File: src/rtl/hazard_ctrl_unit.sv
// Pipeline hazard/exception control for the 5-stage MIPS core: PC-source select,
// per-stage stall/flush, load-use bubbles, masked IRQ latch and trap/ERET sequencing.
module hazard_ctrl_unit #(
   parameter int              PC_W       = 32,
   parameter int              N_IRQ      = 4,
   parameter int              LOAD_LAT   = 1,
   parameter logic [PC_W-1:0] EXC_VECTOR = 32'h0000_0020
) (
   input  logic              clk,
   input  logic              reset,
   input  logic              mem_stall,
   input  logic [4:0]        ifid_rs_addr,
   input  logic [4:0]        ifid_rt_addr,
   input  logic [4:0]        idex_rd_addr,
   input  logic              idex_mem_read,
   input  logic              exmem_branch_valid,
   input  logic [PC_W-1:0]   predicted_idex_pc,
   input  logic [PC_W-1:0]   target_exmem_pc,
   input  logic [PC_W-1:0]   exmem_pc,
   input  logic              id_jump,
   input  logic              exmem_syscall,
   input  logic              exmem_eret,
   input  logic [N_IRQ-1:0]  irq,
   input  logic [N_IRQ-1:0]  irq_mask,
   input  logic              int_enable,
   input  logic [PC_W-1:0]   cp0_epc,
   output logic [2:0]        cu_pc_src,
   output logic              cu_pc_stall,
   output logic              cu_ifid_stall,
   output logic              cu_idex_stall,
   output logic              cu_exmem_stall,
   output logic              cu_ifid_flush,
   output logic              cu_idex_flush,
   output logic              cu_exmem_flush,
   output logic              cu_cp0_w_en,
   output logic [4:0]        cu_exec_code,
   output logic [PC_W-1:0]   cu_epc,
   output logic [PC_W-1:0]   cu_vector,
   output logic              bpu_write_en,
   output logic [N_IRQ-1:0]  cu_irq_ack,
   output logic              cu_busy,
   output logic [1:0]        dbg_state
);

   typedef enum logic [1:0] {S_RUN, S_DRAIN, S_TRAP, S_ERET} state_t;

   localparam int         CNT_W   = (LOAD_LAT > 1) ? $clog2(LOAD_LAT) : 1;
   localparam logic [4:0] EXC_INT = 5'd0;
   localparam logic [4:0] EXC_SYS = 5'd8;

   state_t            r_state;
   logic [CNT_W-1:0]  r_lu_cnt;
   logic [N_IRQ-1:0]  r_irq_pend;
   logic [N_IRQ-1:0]  r_irq_line;
   logic [N_IRQ-1:0]  r_irq_ack;
   logic              r_cp0_w_en;
   logic [4:0]        r_exec_code;
   logic [PC_W-1:0]   r_epc;
   logic              r_busy;

   logic              w_irq_req;
   logic [N_IRQ-1:0]  w_irq_onehot;
   logic [N_IRQ-1:0]  w_trap_line;
   logic              w_trap;
   logic              w_mispredict;
   logic              w_lu_hazard;
   logic              w_lu_active;
   logic [CNT_W-1:0]  w_lu_reload;

   // Two's-complement trick isolates the lowest set pending bit (index 0 = highest priority).
   assign w_irq_onehot = r_irq_pend & (~r_irq_pend + N_IRQ'(1));
   assign w_irq_req    = int_enable && (|r_irq_pend);
   assign w_trap       = exmem_syscall || w_irq_req;
   assign w_trap_line  = exmem_syscall ? '0 : w_irq_onehot;
   assign w_mispredict = exmem_branch_valid && (predicted_idex_pc != target_exmem_pc);
   assign w_lu_hazard  = (LOAD_LAT != 0) && idex_mem_read && (idex_rd_addr != 5'd0) &&
                         ((idex_rd_addr == ifid_rs_addr) || (idex_rd_addr == ifid_rt_addr));
   assign w_lu_active  = (r_lu_cnt != '0) || w_lu_hazard;
   assign w_lu_reload  = CNT_W'(LOAD_LAT - 1);

   always_comb begin
      cu_pc_src      = 3'd0;
      cu_pc_stall    = 1'b0;
      cu_ifid_stall  = 1'b0;
      cu_idex_stall  = 1'b0;
      cu_exmem_stall = 1'b0;
      cu_ifid_flush  = 1'b0;
      cu_idex_flush  = 1'b0;
      cu_exmem_flush = 1'b0;
      bpu_write_en   = 1'b0;
      case (r_state)
         S_RUN: begin
            bpu_write_en = exmem_branch_valid && !mem_stall && !w_trap && !exmem_eret;
            if (w_trap || mem_stall || exmem_eret) begin
               cu_pc_stall    = 1'b1;
               cu_ifid_stall  = 1'b1;
               cu_idex_stall  = 1'b1;
               cu_exmem_stall = 1'b1;
            end else if (w_mispredict) begin
               cu_pc_src     = 3'd2;
               cu_ifid_flush = 1'b1;
               cu_idex_flush = 1'b1;
            end else if (id_jump) begin
               cu_pc_src     = 3'd1;
               cu_ifid_flush = 1'b1;
            end else if (w_lu_active) begin
               cu_pc_stall   = 1'b1;
               cu_ifid_stall = 1'b1;
               cu_idex_flush = 1'b1;
            end
         end
         S_DRAIN: begin
            cu_pc_stall    = 1'b1;
            cu_ifid_stall  = 1'b1;
            cu_idex_stall  = 1'b1;
            cu_exmem_stall = 1'b1;
         end
         S_TRAP: begin
            cu_pc_src      = 3'd3;
            cu_ifid_flush  = 1'b1;
            cu_idex_flush  = 1'b1;
            cu_exmem_flush = 1'b1;
         end
         default: begin
            cu_pc_src      = 3'd4;
            cu_ifid_flush  = 1'b1;
            cu_idex_flush  = 1'b1;
            cu_exmem_flush = 1'b1;
         end
      endcase
   end

   always_ff @(posedge clk) begin
      if (reset) begin
         r_state     <= S_RUN;
         r_lu_cnt    <= '0;
         r_irq_pend  <= '0;
         r_irq_line  <= '0;
         r_irq_ack   <= '0;
         r_cp0_w_en  <= 1'b0;
         r_exec_code <= '0;
         r_epc       <= '0;
         r_busy      <= 1'b0;
      end else begin
         r_irq_pend <= (r_irq_pend | (irq & irq_mask)) & ~r_irq_ack;
         r_irq_ack  <= '0;
         r_cp0_w_en <= 1'b0;
         case (r_state)
            S_RUN: begin
               if (w_trap) begin
                  r_exec_code <= exmem_syscall ? EXC_SYS : EXC_INT;
                  r_epc       <= exmem_pc;
                  r_irq_line  <= w_trap_line;
                  r_busy      <= 1'b1;
                  if (mem_stall) begin
                     r_state <= S_DRAIN;
                  end else begin
                     r_state    <= S_TRAP;
                     r_cp0_w_en <= 1'b1;
                     r_irq_ack  <= w_trap_line;
                  end
               end else if (!mem_stall) begin
                  if (exmem_eret) begin
                     r_state <= S_ERET;
                     r_busy  <= 1'b1;
                  end else if (w_mispredict) begin
                     r_lu_cnt <= '0;
                  end else if (!id_jump) begin
                     // A jump preempts the bubble for one cycle; the count resumes afterwards.
                     if (r_lu_cnt != '0)
                        r_lu_cnt <= r_lu_cnt - CNT_W'(1);
                     else if (w_lu_hazard)
                        r_lu_cnt <= w_lu_reload;
                  end
               end
            end
            S_DRAIN: begin
               if (!mem_stall) begin
                  r_state    <= S_TRAP;
                  r_cp0_w_en <= 1'b1;
                  r_irq_ack  <= r_irq_line;
               end
            end
            default: begin
               // TRAP and ERET flush ID/EX, so any outstanding bubble is moot.
               r_state  <= S_RUN;
               r_busy   <= 1'b0;
               r_lu_cnt <= '0;
            end
         endcase
      end
   end

   assign cu_cp0_w_en  = r_cp0_w_en;
   assign cu_exec_code = r_exec_code;
   assign cu_epc       = r_epc;
   assign cu_irq_ack   = r_irq_ack;
   assign cu_busy      = r_busy;
   assign cu_vector    = (r_state == S_ERET) ? cp0_epc : EXC_VECTOR;
   assign dbg_state    = r_state;

endmodule

File: config.mk
export PLATFORM = sky130hd
export DESIGN_NAME = hazard_ctrl_unit
export DESIGN_NICKNAME = d
export VERILOG_FILES = /design/src/rtl/hazard_ctrl_unit.sv
export SDC_FILE = /design/constraint.sdc
export NUM_CORES = 1
export LEC_CHECK = 0
export BUFFER_PORTS_ARGS = -buffer_cell sky130_fd_sc_hd__buf_2
export CORE_ASPECT_RATIO = 0.6
export CORE_MARGIN = 5
export CORE_UTILIZATION = 38
export CTS_CLUSTER_DIAMETER = 100
export DETAILED_ROUTE_END_ITERATION = 7
export MAX_ROUTING_LAYER = met4
export PLACE_DENSITY = 0.81
export SLEW_MARGIN = 20
export SYNTH_ARGS = -nofsm -noshare
export SYNTH_HDL_FRONTEND = slang
export SYNTH_SLANG_ARGS = --single-unit
File: constraint.sdc
create_clock -name clk -period 2 [get_ports clk]
set_input_delay 0.3 -clock clk [delete_from_list [all_inputs] [get_ports clk]]
set_output_delay 0.3 -clock clk [all_outputs]
set_load 0.01 [all_outputs]
==> flow_summary.toml <==
[global_routing]
grt_pass1_vias = 3242
grt_first_pass_wirelength_um = 15800
grt_util_all_layers_pct = 21.4
grt_overflow = 0
antenna_found_initial = 1
grt_max_degree = 38

[sta]
finalMaxSlewViolations = 0
slew_headroom_pct = 58.6
setup_ws_ns = -0.193
tightest_slew_ns = 0.616
fin_crit_sh_pct = 110
grt_setup_unrepaired = "true"
clock_skew_ns = 0.00284
hold_viol = 0
period_minus_slack_ns = 2.19
whs_ns = 0.252
timing.fmax_ghz = 0.456
fin_tns_setup_ns = -0.981
finalSetupViolations = 8

[clock_tree]
htreeDepth = 2
path_clk_slew_ns = 0.07
cts.sink_count = 49
clk_path_buf_depth = 2
cts_tree = "done"
insertion_delay_ns = 0.28
cts_hold_buf = 0
cts_root_buf = "clkbuf_16"
cts_made_buffers = 5

[logic_synthesis]
synth_ff_type = "dfxtp_1"
syn-cell-area_mm2 = 0.00283
synth_seq_area_share_pct = 34.7
ys_ff_latch = 49
synth-async-reset-ratio_pct = 0
netlist_instances = 342
ys_types = 38
ys_warn_count = 0
synth_edf_count = 0
syn_avg_cell_area_um2 = 8.28

[worst_setup_path]
crit_type = "reg -> out"
cp_max_fo = 6
cp.required_ns = 1.70
start_kind = "flip-flop"
setup.worst_path.end_class = "primary output"
crit_arrival_ns = 1.89

[final_layout]
design_area_mm2 = 0.00432
fillerInstances = 670
area_growth_pct = 52.7
nNetsFinal = 742
drive_gt1_share_pct = 55.2

[detailed_routing]
viasPerCell = 4.71
routed_wl_um = 10200
first_iter_violations = 146
ant_nets = 0
wire_per_inst_um = 14.9
vias = 3241
drt-pass1-iter-count = 4
drc = 0

[place]
gp_congestion = 0.929
portBuffers = 243
placed_area_mm2 = 0.00413
dp_worst_setup_slack_ns = -0.116
dpl.hpwl_um = 8390

[power]
power-per-cell-area_mw_per_mm2 = 618
ir_drop_mv = 0.352
power.total_mw = 2.67
leakagePower_nw = 2.22

[status]
violations = "negative setup slack"
outcome = "finished with violations"

[floorplan]
fp.coreArea_mm2 = 0.00727
design.die.area_mm2 = 0.00933
die_x_um = 121
rows = 24
num_io_pins = 248
start_util_pct = 38.9
die_h_um = 76.9

[worst_hold_path]
hold_class = "in -> reg"

[run]
drv_cap = 0
[layout by cell type, fill, tap and decap left out, types with 3 or more instances in the layout]
cell,n
nand3_1,6
nand4_1,8
a21oi_1,14
and3_1,33
a21oi_2,29
clkbuf_16,5
nor2_1,12
conb_1,4
nand2_2,15
dfxtp_1,48
buf_6,3
inv_1,5
buf_4,16
xnor2_1,42
nor3_1,9
buf_2,240
nand2_1,59
a32oi_1,3
[where the power goes]
| group | leakage [nW] | internal [mW] | switching, mW |
|---|---|---|---|
| Sequential | 0.403 | 1.05 | 0.0410 |
| Combinational | 1.75 | 0.358 | 0.401 |
| Clock | 0.0712 | 0.466 | 0.357 |
[sequential cells by signal, summed over array words and instances, names as in the netlist]
| register | flops |
|---|---|
| r_irq_pend | 4 |
| cu_irq_ack | 4 |
| cu_cp0_w_en | 1 |
| cu_busy | 1 |
| r_irq_line | 4 |
| cu_exec_code | 1 |
| cu_epc | 32 |
| dbg_state | 2 |
[through the flow]
step,utilization (%),cells
2_1_floorplan,-,345
3_3_place_gp,56.9,678
6_report,59.5,688
5_1_grt,59.5,688
4_1_cts,59.3,687
3_5_place_dp,56.9,678
[final timing paths]
check / startpoint / endpoint / slack (ns) / cells past startpoint
worst max-delay path: r_irq_pend[2] / cu_pc_stall / -0.19 / 6
worst min-delay path: exmem_pc[3] / cu_epc[3] / 0.25 / 3
worst max register to register: r_irq_pend[2] / cu_epc[6] / 0.24 / 6
worst min register to register: cu_irq_ack[1] / r_irq_pend[1] / 0.43 / 1
[layer usage]
layer  part of all wire [%]  vias to the layer above  track usage (%)
met5                      0                        -                -
met4                   0.81                        0             4.59
met3                    7.3                        9             4.71
met2                     49                      124             35.8
met1                     43                     1476             26.6
li1                       -                     1632                -
[cell usage after synthesis (2+ instances only)]
library cell	count	area share, %
nor2_1	13	1.7
dfxtp_1	49	35
nor4_1	4	0.88
nand2_1	59	7.8
nor2b_1	2	0.44
a32oi_1	3	0.93
inv_1	5	0.66
a22oi_1	2	0.53
or3_1	2	0.44
buf_4	6	1.6
a21oi_1	14	2.5
nor3_1	9	1.6
clkbuf_1	16	2.1
buf_2	4	0.71
xnor2_1	42	13
a21oi_2	29	9.0
and3_1	33	7.3
nand3_1	6	1.1
o21ai_2	2	0.62
nand2_2	15	3.3
nand4_1	8	1.8
buf_12	3	2.1
[worst max-delay path, stage by stage (launching register included)]
cell	delay, ns
dfxtp_2	0.33
o41a_4	0.52
nor3_4	0.27
nor2_2	0.07
a21oi_1	0.13
o21ai_1	0.11
buf_2	0.16
[cells by family (layout without fill, tap and decap cells)]
| family | after synthesis | count (layout) | share of synthesized area (%) |
|---|---|---|---|
| simple gates | 155 | 155 | 27.7 |
| buf+inv | 35 | 273 | 7.60 |
| xor+xnor | 42 | 42 | 13.0 |
| other cells | 1 | 5 | 0.132 |
| mux | 1 | 1 | 0.354 |
| compound gates | 59 | 59 | 16.5 |
| flops | 49 | 49 | 34.7 |
[layout make-up]
| class | instances | area [um^2] | area share [%] |
|---|---|---|---|
| sequential | 49 | 982 | 22.7 |
| antenna | 1 | 2.50 | 0.0579 |
| timing repair buffer | 260 | 1380 | 31.8 |
| clock inverter | 2 | 13.8 | 0.319 |
| multi-input combinational | 261 | 1670 | 38.6 |
| tap | 104 | 130 | 3.01 |
| inverter | 5 | 18.8 | 0.434 |
| clock buffer | 6 | 129 | 2.98 |
[what timing repair did]
action / CTS / global route
resized for setup: 7 / 1
gates cloned: 0 / 0
setup buffers: 1 / 0
setup endpoints to repair: 9 / 9
pin swaps: 7 / 3
hold endpoints to repair: 0 / 0
(Power assumes the default switching activity.)
